--- src/rtl/score_update_ctrl.sv ---
// Score register with round-robin add arbitration, saturation at MAX_SCORE,
// and a sequential 16-step double-dabble conversion to four BCD digits.
module score_update_ctrl #(
    parameter int MAX_SCORE = 9999,
    parameter int INC_W     = 8
) (
    input  logic             clk,
    input  logic             rst_n,
    input  logic             clear,
    input  logic             req_a,
    input  logic [INC_W-1:0] amt_a,
    input  logic             req_b,
    input  logic [INC_W-1:0] amt_b,
    output logic             gnt_a,
    output logic             gnt_b,
    output logic [15:0]      score,
    output logic [3:0]       bcd_th,
    output logic [3:0]       bcd_hu,
    output logic [3:0]       bcd_te,
    output logic [3:0]       bcd_on,
    output logic             digits_valid,
    output logic             busy,
    output logic             overflow
);

    localparam logic [0:0]  IDLE    = 1'b0;
    localparam logic [0:0]  CONV    = 1'b1;
    localparam logic [16:0] MAX_EXT = 17'(MAX_SCORE);

    logic [0:0]       state_reg;
    logic             prefer_b_reg;
    logic [15:0]      score_reg;
    logic [31:0]      dd_reg;
    logic [3:0]       step_reg;
    logic [15:0]      bcd_reg;
    logic             valid_reg;
    logic             overflow_reg;

    logic             grant_ok;
    logic [INC_W-1:0] amt_sel;
    logic [16:0]      sum_ext;
    logic             clipped;
    logic [15:0]      new_score;
    logic [31:0]      dd_adj;
    logic [31:0]      dd_shift;

    // Grants are Mealy so the requester sees acceptance in the same cycle.
    assign grant_ok = (state_reg == IDLE) && !clear;
    assign gnt_a    = grant_ok && req_a && (!req_b || !prefer_b_reg);
    assign gnt_b    = grant_ok && req_b && (!req_a || prefer_b_reg);

    assign amt_sel   = gnt_a ? amt_a : amt_b;
    assign sum_ext   = {1'b0, score_reg} + 17'(amt_sel);
    assign clipped   = sum_ext > MAX_EXT;
    assign new_score = clipped ? MAX_EXT[15:0] : sum_ext[15:0];

    // Upper 16 bits are the BCD accumulator, lower 16 the binary being shifted in.
    genvar gi;
    generate
        for (gi = 0; gi < 4; gi++) begin : g_adj
            assign dd_adj[16+4*gi +: 4] = (dd_reg[16+4*gi +: 4] >= 4'd5)
                                        ? dd_reg[16+4*gi +: 4] + 4'd3
                                        : dd_reg[16+4*gi +: 4];
        end
    endgenerate
    assign dd_adj[15:0] = dd_reg[15:0];
    // Rotate rather than shift: the wrapped bit is always zero for scores <= 9999
    // and never reaches the BCD half within 16 steps.
    assign dd_shift = {dd_adj[30:0], dd_adj[31]};

    always_ff @(posedge clk or negedge rst_n) begin
        if (!rst_n) begin
            state_reg    <= IDLE;
            prefer_b_reg <= 1'b0;
            score_reg    <= 16'd0;
            dd_reg       <= 32'd0;
            step_reg     <= 4'd0;
            bcd_reg      <= 16'd0;
            valid_reg    <= 1'b1;
            overflow_reg <= 1'b0;
        end else if (clear) begin
            state_reg    <= IDLE;
            score_reg    <= 16'd0;
            bcd_reg      <= 16'd0;
            valid_reg    <= 1'b1;
            overflow_reg <= 1'b0;
        end else begin
            case (state_reg)
                IDLE: begin
                    if (gnt_a || gnt_b) begin
                        score_reg    <= new_score;
                        if (clipped) overflow_reg <= 1'b1;
                        dd_reg       <= {16'd0, new_score};
                        step_reg     <= 4'd0;
                        valid_reg    <= 1'b0;
                        prefer_b_reg <= gnt_a;
                        state_reg    <= CONV;
                    end
                end
                CONV: begin
                    dd_reg   <= dd_shift;
                    step_reg <= step_reg + 4'd1;
                    if (step_reg == 4'd15) begin
                        bcd_reg   <= dd_shift[31:16];
                        valid_reg <= 1'b1;
                        state_reg <= IDLE;
                    end
                end
                default: state_reg <= IDLE;
            endcase
        end
    end

    assign score        = score_reg;
    assign bcd_th       = bcd_reg[15:12];
    assign bcd_hu       = bcd_reg[11:8];
    assign bcd_te       = bcd_reg[7:4];
    assign bcd_on       = bcd_reg[3:0];
    assign digits_valid = valid_reg;
    assign busy         = (state_reg == CONV);
    assign overflow     = overflow_reg;

endmodule

--- config.mk ---
export PLATFORM = sky130hd
export DESIGN_NAME = score_update_ctrl
export DESIGN_NICKNAME = d
export VERILOG_FILES = /design/src/rtl/score_update_ctrl.sv
export SDC_FILE = /design/constraint.sdc
export NUM_CORES = 1
export LEC_CHECK = 0
export BUFFER_PORTS_ARGS = -buffer_cell sky130_fd_sc_hd__buf_2
export CAP_MARGIN = 20
export CORE_AREA = 2 2 148 78
export DETAILED_ROUTE_END_ITERATION = 7
export DIE_AREA = 0 0 150 80
export GPL_ROUTABILITY_DRIVEN = 0
export PLACE_DENSITY = 0.62
export SLEW_MARGIN = 5
export SYNTH_ARGS = -nofsm -noshare
export SYNTH_HDL_FRONTEND = slang
export SYNTH_SLANG_ARGS = --single-unit
export TNS_END_PERCENT = 20
--- constraint.sdc ---
create_clock -name clk -period 4.9 [get_ports clk]
set_input_delay 0.98 -clock clk [delete_from_list [all_inputs] [get_ports clk]]
set_output_delay 0.98 -clock clk [all_outputs]
set_load 0.01 [all_outputs]
==> results.json <==
{
  "dp_cells": 657,
  "r2r_end": "dd_reg[5]",
  "cp-endpoint": "dd_reg[5]",
  "grt_use_total_pct": 19.75,
  "placement.cell_area_um2": 4633,
  "dr.pass1.iters": 6,
  "max_stage_delay_ns": 0.39,
  "clk_pin_slew_worst_paths_ns": 0.06,
  "io_pins": 58,
  "die_h_um": 80,
  "cts.htree.levels": 3,
  "hold_path_class": "register to register",
  "timing.fmax_ghz": 0.2301,
  "crit_path_start_kind": "input pin",
  "drc": 0,
  "yosys_most_used_dff": "dfrtp_1",
  "status": "complete, no violations",
  "ys_seq_elements": 72,
  "io_buffers": 57,
  "rsz0062_at_grt": "false",
  "start_util_pct": 39.33,
  "p_leak_nw": 2.290,
  "worstMarginPinSlew_ns": 0.9994,
  "cts_sinks": 72,
  "fillers": 1058,
  "crit_path_cell_trace": "buf_2, nor2_1, nand3_1, clkinv_1, nand2_1, nand2_1, ha_1, inv_1, fa_1, nand2b_1, a211o_4, a21boi_2, mux2_4, and3_1, a21o_1, a221o_1",
  "place_ws_ns": 0.2058,
  "critPathLaunch": "clear",
  "antenna_found_initial": 0,
  "synthCells": 469,
  "largest_register_ffs": 32,
  "regArea_um2": 1803,
  "grt-ovfl-total": 0,
  "critical_path_arrival_ns": 4.56,
  "worst_clock_skew_ns": 0.008287,
  "setup_viol": 0,
  "grt_pass1_vias": 3379,
  "routed_wl_mm": 11.20,
  "finalCritPeriodShare_pct": 88.70,
  "areaGrowthSynthToFinish_pct": 17.13,
  "ir_drop_mv": 0.1894,
  "power_density_nw_per_um2": 416.6,
  "fin_nets": 563,
  "fin_crit_ns": 4.347,
  "reg2regPathDepth": 15,
  "clkLatencyLatePin_ns": 0.34,
  "required_ns": 5.12,
  "yosysTopAreaCellShare_pct": 42.31,
  "syn_area_per_cell_um2": 8.953,
  "grt_first_pass_wirelength_mm": 18.15,
  "grt_max_degree": 57,
  "synth_warnings": 0,
  "yosys.area.top_type": "dfrtp_1",
  "n_antenna_cell": 0,
  "cts_tree": "built",
  "drive_gt1_share_pct": 18.75,
  "cap_violations": 0,
  "relSlewSlack_pct": 33.13,
  "cts_root_buf": "clkbuf_16",
  "fin_setup_tns_ns": 0,
  "dp_hpwl_mm": 8.274,
  "dieWidth_um": 150,
  "worst_slack_ns": 0.5535,
  "yosysSeqAreaShare_pct": 42.94,
  "wl_per_cell_um": 16.64,
  "crit_slowest_cell": "fa_1",
  "netlist-cell-type-count": 59,
  "rows": 27,
  "crit_type": "input pin to register",
  "multiInputGateArea_um2": 2232,
  "cts_resized": 0,
  "rrSetupSlack_ns": 0.91,
  "final_cell_count_no_fill": 673,
  "synthArstFlopShare_pct": 100.0,
  "netlist_area_um2": 4199,
  "r2r_start": "busy",
  "dr.first_iter.drc_count": 329,
  "synth-edff-count": 0,
  "synth_fp_nets": 509,
  "slew_violations": 0,
  "dieArea_um2": 12000,
  "synth_area_leaders": "dfrtp_1 42%, nand2_1 7.0%, ha_1 5.4%",
  "route.vias.total": 3767,
  "ant_nets": 0,
  "via_per_inst": 5.597,
  "cp_common_cell": "nand2_1",
  "clock_path_buffers": 2,
  "post_cts_buffers": 0,
  "end_kind": "register",
  "hold_viol_final": 0,
  "path_max_fanout": 10,
  "cts_hold_buf": 0,
  "fin_area_um2": 4918,
  "cts_buffers": 9,
  "core_area_um2": 10680
}
## cell usage after synthesis, types with 9 or more instances
library cell / instances
a21oi_1: 30
a22o_1: 9
clkbuf_1: 17
dfrtp_1: 71
ha_1: 18
inv_1: 20
nand2_1: 78
nand3_1: 19
nor2_1: 29
o21ai_0: 35
o31ai_1: 12
xnor2_1: 11
## worst min-delay path by stage
stage                       from            to  slack (ns)  depth (start not counted)
finish              digits_valid  digits_valid        0.46                          2
global route        digits_valid  digits_valid        0.49                          2
CTS                 digits_valid  digits_valid        0.46                          2
detailed placement  digits_valid  digits_valid        0.45                          2
global placement    digits_valid  digits_valid        0.45                          2
floorplan             dd_reg[14]    dd_reg[14]        0.44                          2
## per-stage QoR
stage               util (%)  hold WS [ns]  power [mW]
global placement       43.40        0.4483       1.408
floorplan                  -        0.4386       1.235
global route           46.07        0.4916       2.187
CTS                    46.07        0.4610       2.055
finish                 46.07        0.4578       2.049
detailed placement     43.40        0.4512       1.420
## critical path, delay by kind of cell
| kind | cells | cell delay [ns] |
|---|---|---|
| AOI/OAI and AO/OA | 4 | 1.25 |
| adders and majority gates | 2 | 0.59 |
| buffers and inverters | 3 | 0.37 |
| muxes | 1 | 0.37 |
| and+or+nand+nor | 6 | 1.00 |
## cells in the final DEF, fill, tap and decap left out, drive strengths merged, types with 12 or more instances in the layout
| cell | count |
|---|---|
| buf | 64 |
| clkbuf | 12 |
| nand3 | 19 |
| nand2 | 78 |
| ha | 18 |
| nor2 | 29 |
| a21oi | 32 |
| o21ai | 40 |
| inv | 20 |
| dfrtp | 71 |
| o31ai | 14 |
## logic make-up after synthesis
kind of cell | after synthesis | synth area share, %
AND/OR/NAND/NOR | 172 | 18.86
AO/OA/AOI/OAI | 142 | 23.42
flip-flops | 72 | 42.94
XOR/XNOR | 14 | 2.920
buffers and inverters | 42 | 3.993
adder cells (fa/ha/maj) | 19 | 5.840
multiplexers | 8 | 2.026
## report_power, final
part	switching [mW]	internal (mW)
sequential	0.0881	0.697
combinational	0.394	0.246
clock	0.255	0.370
total	0.736	1.31
## metal layers
layer	GRT usage [%]	up-vias	wire length, um	part of all wire (%)
li1	-	1793	-	-
met2	24.43	127	4170	37
met3	6.400	10	888	7.9
met5	0	-	0	0
met4	4.623	0	95	0.85
met1	31.66	1837	6048	54
## layout make-up
type | instances | area share, %
multi-input cells | 355 | 45.38
flip-flops and latches | 72 | 36.66
repair buffers | 64 | 6.868
clock buffers | 12 | 5.215
well taps | 145 | 3.689
inverters | 21 | 1.603
clock inverters | 4 | 0.5851
Power figures use the tool's default switching activity.
